### src/rtl/i_fetch_if.sv
// i_fetch_if: instruction-memory read channel between the fetch stage and
// the instruction memory. The fetch stage holds IMemRd/IMemAddr as a level
// request; the memory answers with IMemDone plus IMemData in the cycle the
// word is valid.
interface i_fetch_if;
  logic        IMemRd;
  logic [15:0] IMemAddr;
  logic [15:0] IMemData;
  logic        IMemDone;

  modport master (
    output IMemRd,
    output IMemAddr,
    input  IMemData,
    input  IMemDone
  );

  modport slave (
    input  IMemRd,
    input  IMemAddr,
    output IMemData,
    output IMemDone
  );
endinterface

### src/rtl/i_fetch.sv
// i_fetch: instruction fetch stage with a one-entry skid buffer and an F/D
// pipeline register. It handles decode stalls, global freezes, and redirects
// that land while a memory request is still in flight.
// Optional feature macro: FETCH_HALT_FREEZE_EN. When it is defined, a valid
// HALT opcode (5'b00000) entering F/D parks the stage until a redirect or a
// reset.
module i_fetch (
  input  logic        clk,
  input  logic        rst,
  input  logic        Redirect,
  input  logic [15:0] RedirectPC,
  input  logic        Stall_D,
  input  logic        DataMemStall,
  i_fetch_if.master   imem,
  output logic [15:0] Inst_F,
  output logic [15:0] PCInc_F,
  output logic        Inst_F_Valid,
  output logic        err
);

  localparam logic [15:0] NOP = 16'h0800;

`ifdef FETCH_HALT_FREEZE_EN
  typedef enum logic [1:0] {FETCH, HOLD, DRAIN, HALT} state_t;
`else
  typedef enum logic [1:0] {FETCH, HOLD, DRAIN} state_t;
`endif

  state_t      state_reg, state_next;
  logic [15:0] pc_reg, pc_next;
  logic [15:0] fetch_addr_reg, fetch_addr_next;
  logic [15:0] buf_inst_reg, buf_inst_next;
  logic [15:0] buf_pc_inc_reg, buf_pc_inc_next;
  logic [15:0] inst_reg, inst_next;
  logic [15:0] pc_inc_reg, pc_inc_next;
  logic        valid_reg, valid_next;
  logic        err_reg, err_next;

  logic        accept_redirect;
  logic [15:0] redirect_target;
  logic [15:0] seq_addr;

  // A redirect is only taken when the pipeline is not globally frozen.
  assign accept_redirect = Redirect & ~DataMemStall;
  assign redirect_target = {RedirectPC[15:1], 1'b0};
  // 16-bit wrap is intended: 16'hFFFE advances to 16'h0000.
  assign seq_addr        = fetch_addr_reg + 16'd2;

  // Request is level-held in FETCH and DRAIN, and it is always suppressed
  // while reset is asserted.
  assign imem.IMemRd   = rst & ((state_reg == FETCH) | (state_reg == DRAIN));
  assign imem.IMemAddr = fetch_addr_reg;

  assign Inst_F       = inst_reg;
  assign PCInc_F      = pc_inc_reg;
  assign Inst_F_Valid = valid_reg;
  assign err          = err_reg;

  // Next-state logic for the fetch FSM, the PC/buffer and the F/D register.
  always_comb begin
    state_next      = state_reg;
    pc_next         = pc_reg;
    fetch_addr_next = fetch_addr_reg;
    buf_inst_next   = buf_inst_reg;
    buf_pc_inc_next = buf_pc_inc_reg;
    inst_next       = inst_reg;
    pc_inc_next     = pc_inc_reg;
    valid_next      = valid_reg;
    err_next        = 1'b0;

    if (accept_redirect) begin
      // A redirect flushes F/D and the buffer, and it beats Stall_D and
      // IMemDone.
      err_next        = RedirectPC[0];
      pc_next         = redirect_target;
      inst_next       = NOP;
      valid_next      = 1'b0;
      buf_inst_next   = 16'h0000;
      buf_pc_inc_next = 16'h0000;
      case (state_reg)
        FETCH, DRAIN: begin
          if (imem.IMemDone) begin
            // The in-flight word completes now and is simply dropped.
            fetch_addr_next = redirect_target;
            state_next      = FETCH;
          end else begin
            // Keep asking for the old address until the memory finishes it.
            state_next = DRAIN;
          end
        end
        default: begin
          fetch_addr_next = redirect_target;
          state_next      = FETCH;
        end
      endcase
    end else begin
      case (state_reg)
        FETCH: begin
          if (imem.IMemDone) begin
            pc_next         = seq_addr;
            fetch_addr_next = seq_addr;
            if (Stall_D | DataMemStall) begin
              // Decode cannot take the word yet, so park it in the buffer.
              buf_inst_next   = imem.IMemData;
              buf_pc_inc_next = seq_addr;
              state_next      = HOLD;
            end else begin
              inst_next   = imem.IMemData;
              pc_inc_next = seq_addr;
              valid_next  = 1'b1;
`ifdef FETCH_HALT_FREEZE_EN
              if (imem.IMemData[15:11] == 5'b00000) state_next = HALT;
`endif
            end
          end
        end
        HOLD: begin
          if (!Stall_D && !DataMemStall) begin
            inst_next       = buf_inst_reg;
            pc_inc_next     = buf_pc_inc_reg;
            valid_next      = 1'b1;
            buf_inst_next   = 16'h0000;
            buf_pc_inc_next = 16'h0000;
            state_next      = FETCH;
`ifdef FETCH_HALT_FREEZE_EN
            if (buf_inst_reg[15:11] == 5'b00000) state_next = HALT;
`endif
          end
        end
        DRAIN: begin
          // The stale word is thrown away, and fetching resumes at the
          // redirect PC.
          if (imem.IMemDone) begin
            fetch_addr_next = pc_reg;
            state_next      = FETCH;
          end
        end
        default: begin
          // HALT holds everything until a redirect or a reset.
        end
      endcase
    end
  end

  // State register with synchronous active-low reset.
  always_ff @(posedge clk) begin
    if (!rst) begin
      state_reg      <= FETCH;
      pc_reg         <= 16'h0000;
      fetch_addr_reg <= 16'h0000;
      buf_inst_reg   <= 16'h0000;
      buf_pc_inc_reg <= 16'h0000;
      inst_reg       <= NOP;
      pc_inc_reg     <= 16'h0000;
      valid_reg      <= 1'b0;
      err_reg        <= 1'b0;
    end else begin
      state_reg      <= state_next;
      pc_reg         <= pc_next;
      fetch_addr_reg <= fetch_addr_next;
      buf_inst_reg   <= buf_inst_next;
      buf_pc_inc_reg <= buf_pc_inc_next;
      inst_reg       <= inst_next;
      pc_inc_reg     <= pc_inc_next;
      valid_reg      <= valid_next;
      err_reg        <= err_next;
    end
  end

endmodule

### src/flat_wrapper.sv
// flat-port wrapper written by rule: the top's interface ports become plain ports
module i_fetch_flat 
  (clk, rst, Redirect, RedirectPC, Stall_D, DataMemStall, Inst_F, PCInc_F, Inst_F_Valid, err, imem_IMemRd, imem_IMemAddr, imem_IMemData, imem_IMemDone);
  i_fetch_if imem_i ();
  input  logic clk;
  input  logic rst;
  input  logic Redirect;
  input  logic [15:0] RedirectPC;
  input  logic Stall_D;
  input  logic DataMemStall;
  output logic [15:0] Inst_F;
  output logic [15:0] PCInc_F;
  output logic Inst_F_Valid;
  output logic err;
  output wire logic [$bits(imem_i.IMemRd)-1:0] imem_IMemRd;
  output wire logic [$bits(imem_i.IMemAddr)-1:0] imem_IMemAddr;
  input wire logic [$bits(imem_i.IMemData)-1:0] imem_IMemData;
  input wire logic [$bits(imem_i.IMemDone)-1:0] imem_IMemDone;
  assign imem_IMemRd = imem_i.IMemRd;
  assign imem_IMemAddr = imem_i.IMemAddr;
  assign imem_i.IMemData = imem_IMemData;
  assign imem_i.IMemDone = imem_IMemDone;
  i_fetch u_core (.clk(clk), .rst(rst), .Redirect(Redirect), .RedirectPC(RedirectPC), .Stall_D(Stall_D), .DataMemStall(DataMemStall), .imem(imem_i), .Inst_F(Inst_F), .PCInc_F(PCInc_F), .Inst_F_Valid(Inst_F_Valid), .err(err));
endmodule
### config.mk
export PLATFORM = sky130hd
export DESIGN_NAME = i_fetch_flat
export DESIGN_NICKNAME = d
export VERILOG_FILES = /design/src/rtl/i_fetch_if.sv /design/src/rtl/i_fetch.sv /design/src/flat_wrapper.sv
export SDC_FILE = /design/constraint.sdc
export NUM_CORES = 1
export LEC_CHECK = 0
export CELL_PAD_IN_SITES_DETAIL_PLACEMENT = 1
export CELL_PAD_IN_SITES_GLOBAL_PLACEMENT = 1
export CORE_UTILIZATION = 38
export DETAILED_ROUTE_END_ITERATION = 8
export MAX_ROUTING_LAYER = met4
export PLACE_DENSITY = 0.9
export RECOVER_POWER = 100
export SLEW_MARGIN = 20
export SYNTH_ARGS = -nofsm -noshare
export SYNTH_HDL_FRONTEND = slang
export SYNTH_SLANG_ARGS = --single-unit
### constraint.sdc
create_clock -name clk -period 2.2 [get_ports clk]
set_clock_uncertainty 0.1 [all_clocks]
set_input_delay 0.44 -clock clk [delete_from_list [all_inputs] [get_ports clk]]
set_output_delay 0.44 -clock clk [all_outputs]
set_load 0.03 [all_outputs]
==> results of run 1 <==
## through the flow
step | TNS (ns) | total power [W] | util, % | hold slack, ns | cell area, µm²
final | 0 | 0.00458 | 52.6 | 0.357 | 6110
after global routing | -0.0786 | 0.00476 | 52.6 | 0.383 | 6110
after detailed placement | -8.10 | 0.00303 | 50.3 | 0.346 | 5840
after floorplan | 0 | 0.00259 | - | 0.327 | 4590
after global placement | -3.75 | 0.00297 | 50.3 | 0.335 | 5840
after CTS | 0 | 0.00460 | 52.8 | 0.356 | 6130
## cell type report
type	count	area, µm²
Tap cell	143	179
Clock inverter	7	56.3
Fill cell	1411	5510
Clock buffer	9	225
Inverter	7	26.3
Timing Repair Buffer	132	1210
Sequential cell	100	2000
Multi-Input combinational cell	424	2400
## worst max-delay path, stage by stage
cell and delay [ns]:
sky130_fd_sc_hd__clkdlybuf4s50_1 0.59, sky130_fd_sc_hd__clkinv_1 0.18, sky130_fd_sc_hd__nor2_1 0.22, sky130_fd_sc_hd__buf_4 0.20
## what timing repair did
item	4_1_cts	5_1_grt
endpoints found under the setup margin	11	18
pin swaps	0	0
gates resized for setup	4	5
## cells by family after synthesis
group,after synthesis,share of synthesized area (%)
XOR/XNOR,13,2.48
AND/OR/NAND/NOR,226,22.7
buffers and inverters,55,4.85
flip-flops,100,43.6
multiplexers,5,1.12
AO/OA/AOI/OAI,175,23.8
adder cells (fa/ha/maj),5,1.36
## metal layers
| layer | vias to the layer above | part of all wire (%) | GRT usage, % | routed length (µm) |
|---|---|---|---|---|
| met2 | 149 | 51 | 45.5 | 8190 |
| li1 | 2253 | - | - | - |
| met4 | 0 | 3.1 | 11.2 | 491 |
| met3 | 39 | 4.3 | 5.12 | 689 |
| met1 | 2375 | 41 | 31.2 | 6600 |
| met5 | - | 0 | - | 0 |
## final timing paths
kind	from	end	slack, ns	cells past startpoint
worst max register to register	u_core.state_reg[0]	u_core.imem.IMemAddr[7]	0.06	7
worst max-delay path	rst	imem_IMemRd	0.03	4
worst min register to register	u_core.buf_inst_reg[8]	u_core.buf_inst_reg[8]	0.36	2
worst min-delay path	u_core.buf_inst_reg[8]	u_core.buf_inst_reg[8]	0.36	2
## cells in the final DEF, fill, tap and decap left out, drive strengths merged, types with 4 or more instances in the layout
cell type	count
dfxtp	100
nand2	88
a21oi	76
clkdlybuf4s50	49
nor2	48
buf	37
dlygate4sd3	35
nand3	33
o21ai	24
nor2b	19
clkbuf	18
a211oi	17
o221ai	10
inv	10
o22ai	8
nor3	8
nand4	7
xor2	7
xnor2	6
a31oi	6
and2	6
nand2b	5
o211ai	5
a22oi	5
o41ai	5
ha	5
and4	4
mux2i	4
clkinv	4
## synth_stat cells, types with 2 or more instances
library cell,count
sky130_fd_sc_hd__nor3_1,7
sky130_fd_sc_hd__nand4_1,7
sky130_fd_sc_hd__nor2b_1,19
sky130_fd_sc_hd__dfxtp_1,100
sky130_fd_sc_hd__clkbuf_2,2
sky130_fd_sc_hd__nand2b_1,5
sky130_fd_sc_hd__a222oi_1,2
sky130_fd_sc_hd__o31a_1,3
sky130_fd_sc_hd__buf_1,5
sky130_fd_sc_hd__a31oi_1,6
sky130_fd_sc_hd__o41ai_1,5
sky130_fd_sc_hd__o22ai_1,8
sky130_fd_sc_hd__and3_1,2
sky130_fd_sc_hd__ha_1,5
sky130_fd_sc_hd__and2_1,6
sky130_fd_sc_hd__nand3_1,33
sky130_fd_sc_hd__nand2_1,88
sky130_fd_sc_hd__o221ai_1,10
sky130_fd_sc_hd__and4_1,4
sky130_fd_sc_hd__clkbuf_1,30
sky130_fd_sc_hd__a32o_1,3
sky130_fd_sc_hd__buf_2,11
sky130_fd_sc_hd__o211ai_1,5
sky130_fd_sc_hd__a211oi_1,17
sky130_fd_sc_hd__a22o_1,3
sky130_fd_sc_hd__a21oi_1,76
sky130_fd_sc_hd__a221oi_1,3
sky130_fd_sc_hd__xor2_1,7
sky130_fd_sc_hd__inv_1,6
sky130_fd_sc_hd__xnor2_1,6
sky130_fd_sc_hd__mux2i_1,4
sky130_fd_sc_hd__o21ai_0,24
sky130_fd_sc_hd__a22oi_1,5
sky130_fd_sc_hd__nor2_1,48
## power breakdown
| group | internal, W | switching (W) |
|---|---|---|
| clock network | 0.000787 | 0.000777 |
| registers | 0.00191 | 0.0000868 |
| logic | 0.000391 | 0.000626 |
| total | 0.00309 | 0.00149 |
==> impl_metrics.toml, run 1 <==
[run]
cap_viol_max_count = 0

[placement]
dpl_worst_slack_ns = -0.249
dpl.cell_count = 806
hpwl_um = 11000
globalplace.congestion = 0.850
number_of_port_buffers = 88

[clock_network]
tritoncts_num_sinks = 100
cts_tree = "done"
insertion_delay_ns = 0.35
tritoncts.num_buffers = 9
cts.hold.buffers_added = 0
post_cts.repair.setup_buffers = 0
htree_num_levels = 3
ctsRootBufferMaster = "sky130_fd_sc_hd__clkbuf_16"
clkSlewWorstSetupHoldPaths_ns = 0.08
cts_max_path_buffers = 2

[floorplan]
die_height_um = 112
die_area_mm2 = 0.0125
number_of_top_level_design_ports = 89
fp.dieW_um = 112
core_area_mm2 = 0.0116
placementRows = 39
floorplan.initialDensity_pct = 39.5

[setup_path]
crit_path_max_fanout = 4
startpoint_class_of_the_critical_path = "primary input"
setup.worst_path.class = "in2out"
critical_path_required_ns = 1.66
critical_path.endpoint_type = "output port"
arrival_ns = 1.63

[outcome]
violations = "DRC"
run_status = "finished with violations"

[drt]
detailedRoute.firstIterationViolations = 278
route.detailed.drc = 3
via_per_instance_ratio = 5.86
drt-pass1-iter-count = 9
via_count = 4816
routed_wire_length_per_instance_um = 19.4
finalWirelength_um = 16000
ant_nets = 0

[synthesis]
post_synth_instance_area_mm2 = 0.00459
netlist_instances = 579
synth.yosys.warnings = 0
synth.top_cell.area_share_pct = 43.6
synthDominantAreaCellType = "sky130_fd_sc_hd__dfxtp_1"
yosysSeqAreaShare_pct = 43.6
async_flop_share_pct = 0
synth_edf_count = 0
mappedNetlistNets = 622
synth_top_flop_cell = "sky130_fd_sc_hd__dfxtp_1"
synth_seq_cells = 100
synth.lib_cells_used.distinct = 48
synthTopCellsByArea = "sky130_fd_sc_hd__dfxtp_1 44%, sky130_fd_sc_hd__a21oi_1 8.3%, sky130_fd_sc_hd__nand2_1 7.2%, sky130_fd_sc_hd__nor2_1 3.9%, sky130_fd_sc_hd__nand3_1 3.6%"
postSynthAreaPerCell_um2 = 7.92

[cells_and_area]
post_layout_nonfiller_instances = 822
antenna-diode-count = 0
finalNetCount = 717
drive_gt1_share_pct = 10.0
layout-area-overhead-vs-synth_pct = 33.1

[sta]
clock.fmax_mhz = 461
finalCritPeriodShare_pct = 98.6
worst_slew_margin_relative_to_its_limit_pct = 63.9
timing_hold_violations_final = 0
final-setup-viol-count = 0
slew_viol_final = 0
final.setup.worst_slack_ns = 0.0313
post-route-min-period_ns = 2.17
worstMarginPinSlew_ns = 0.527

[power]
total_leakage_power_nw = 2.25
power.density_mw_per_mm2 = 749
max-vdd-ir-drop_mv = 0.502

[global_route]
via_count_of_the_first_global_routing_pass = 5022
maximum_number_of_pins_on_one_net_before_global_route_repair = 41
grt_antenna_before_repair = 0
wire_length_of_the_first_global_routing_pass_um = 25900
global_route.overflow_total = 0
grt_util_all_layers_pct = 26.9

[hold_path]
hold_path_class = "reg2reg"
No activity file was read; power rests on OpenSTA's default activity.
==> run 2, diff against run 1 <==
==> constraint.sdc (replaced) <==
create_clock -name clk -period 2.15 [get_ports clk]
set_clock_uncertainty 0.1 [all_clocks]
set_input_delay 0.43 -clock clk [delete_from_list [all_inputs] [get_ports clk]]
set_output_delay 0.43 -clock clk [all_outputs]
set_load 0.03 [all_outputs]
==> impl_metrics.toml, run 2 (synthesis gave the netlist of run 1 again) <==
[drt]
via_count = 5090
drt-pass1-iter-count = 9
finalWirelength_um = 18700
detailedRoute.firstIterationViolations = 415
routed_wire_length_per_instance_um = 22.7
route.detailed.drc = 4
via_per_instance_ratio = 6.17
ant_nets = 0

[clock_network]
ctsRootBufferMaster = "sky130_fd_sc_hd__clkbuf_16"
tritoncts.num_buffers = 9
htree_num_levels = 3
tritoncts_num_sinks = 100
cts_tree = "done"
clkSlewWorstSetupHoldPaths_ns = 0.07
cts.hold.buffers_added = 0
insertion_delay_ns = 0.35
cts_max_path_buffers = 2

[sta]
timing_hold_violations_final = 0
worst_slew_margin_relative_to_its_limit_pct = 62.6
post-route-min-period_ns = 2.25
final.setup.worst_slack_ns = -0.0988
slew_viol_final = 0
final_tns_setup_ns = -0.104
finalCritPeriodShare_pct = 105
worstMarginPinSlew_ns = 0.560
final-setup-viol-count = 2
clock.fmax_mhz = 445

[floorplan]
floorplan.initialDensity_pct = 39.5
fp.dieW_um = 112
die_height_um = 112
core_area_mm2 = 0.0116
die_area_mm2 = 0.0125
placementRows = 39
number_of_top_level_design_ports = 89

[run]
cap_viol_max_count = 0

[placement]
hpwl_um = 11500
globalplace.congestion = 0.849
dpl.cell_count = 809
number_of_port_buffers = 88

[cells_and_area]
layout-area-overhead-vs-synth_pct = 38.2
finalNetCount = 721
antenna-diode-count = 0
num-fill-cells = 1383
post_layout_nonfiller_instances = 825
layout_commonest_cell = "sky130_fd_sc_hd__dfxtp_1"
mostFrequentLayoutCells = "98 x sky130_fd_sc_hd__dfxtp_1, 87 x sky130_fd_sc_hd__nand2_1, 84 x sky130_fd_sc_hd__clkdlybuf4s50_1, 75 x sky130_fd_sc_hd__a21oi_1, 45 x sky130_fd_sc_hd__nor2_1"
drive_gt1_share_pct = 12.5

[setup_path]
crit_end = "u_core.buf_inst_reg[11]"
crit_path_start = "DataMemStall"
setup.worst_path.class = "in2reg"
crit-reg2reg-launch = "u_core.state_reg[0]"
arrival_ns = 2.39
worst-r2r-cell-count = 8
startpoint_class_of_the_critical_path = "primary input"
critical_path_required_ns = 2.29
r2r_slack_ns = 0.02
crit_path_max_fanout = 14
critical_path.endpoint_type = "register"
timing.rr.end = "u_core.buf_inst_reg[11]"

[outcome]
run_status = "finished with violations"
violations = "DRC, setup timing"

[global_route]
global_route.overflow_total = 0
maximum_number_of_pins_on_one_net_before_global_route_repair = 41
grt_antenna_before_repair = 0
grt_util_all_layers_pct = 30.0
via_count_of_the_first_global_routing_pass = 5274
wire_length_of_the_first_global_routing_pass_um = 28300

[power]
sw_share_pct = 30.2
power_switching_w = 0.00155
power.density_mw_per_mm2 = 808
total_leakage_power_nw = 2.25
p_clk_share_pct = 36.9
p_int_w = 0.00358
pwr-share-seq_pct = 39.9
max-vdd-ir-drop_mv = 0.594
comb_power_share_pct = 23.2

[hold_path]
hold_path_startpoint = "u_core.buf_pc_inc_reg[0]"
hold_path_class = "reg2reg"
## run 2: how the worst min path moves through the flow
stage	endpoint	slack, ns	cells past startpoint
final	u_core.buf_pc_inc_reg[0]	0.37	2
after global routing	u_core.buf_pc_inc_reg[0]	0.38	2
after CTS	u_core.buf_pc_inc_reg[1]	0.37	2
after detailed placement	u_core.buf_pc_inc_reg[2]	0.35	2
after global placement	u_core.buf_pc_inc_reg[3]	0.34	2
after floorplan	u_core.buf_pc_inc_reg[3]	0.33	2
## run 2: stage by stage
stage                     power, W  area [µm²]  util [%]  worst slack, ns  hold WS [ns]
after floorplan            0.00265        4590         -            0.123         0.327
after global placement     0.00307        5910      50.9           -0.199         0.336
after detailed placement   0.00315        5910      50.9           -0.475         0.353
after CTS                  0.00506        6280      54.1          0.00115         0.365
after global routing       0.00529        6340      54.6           -0.150         0.383
final                      0.00512        6340      54.6          -0.0988         0.366
## run 2: worst max-delay path, cell delays in order
cell and delay (ns):
sky130_fd_sc_hd__clkdlybuf4s50_1 0.57, sky130_fd_sc_hd__or2_1 0.21, sky130_fd_sc_hd__buf_4 0.19, sky130_fd_sc_hd__nor2_4 0.05, sky130_fd_sc_hd__a21oi_2 0.26, sky130_fd_sc_hd__buf_4 0.27, sky130_fd_sc_hd__nand2_1 0.12, sky130_fd_sc_hd__a21oi_1 0.28
## run 2: what timing repair did
action                     4_1_cts  5_1_grt
pin swaps                        0        1
resized for setup               11       14
setup endpoints to repair       53       49
buffers inserted                 0        1
## run 2: area by class of cell
type                       instances  area (µm²)  area share [%]
multi-input combinational        424        2450            38.7
sequential                       100        2010            31.7
timing repair buffer             136        1340            21.1
clock buffer                      10         239            3.77
tap                              143         179            2.82
clock inverter                     5         100            1.58
inverter                           7        26.3           0.415
## run 2: power by group through the flow
stage	Clock [W]	Combinational [W]	Sequential [W]
after global placement	0	0.00101	0.00206
after floorplan	0	0.000504	0.00214
after detailed placement	0	0.00107	0.00207
final	0.00189	0.00119	0.00205
after CTS	0.00191	0.00112	0.00204
after global routing	0.00199	0.00125	0.00205
## run 2: metal layers
| layer | wire [µm] | up-vias | global-route usage (%) |
|---|---|---|---|
| li1 | - | 2257 | - |
| met4 | 1010 | 0 | 17.1 |
| met1 | 7280 | 2481 | 34.1 |
| met2 | 9370 | 267 | 49.4 |
| met3 | 1050 | 85 | 5.61 |
| met5 | 0 | - | - |
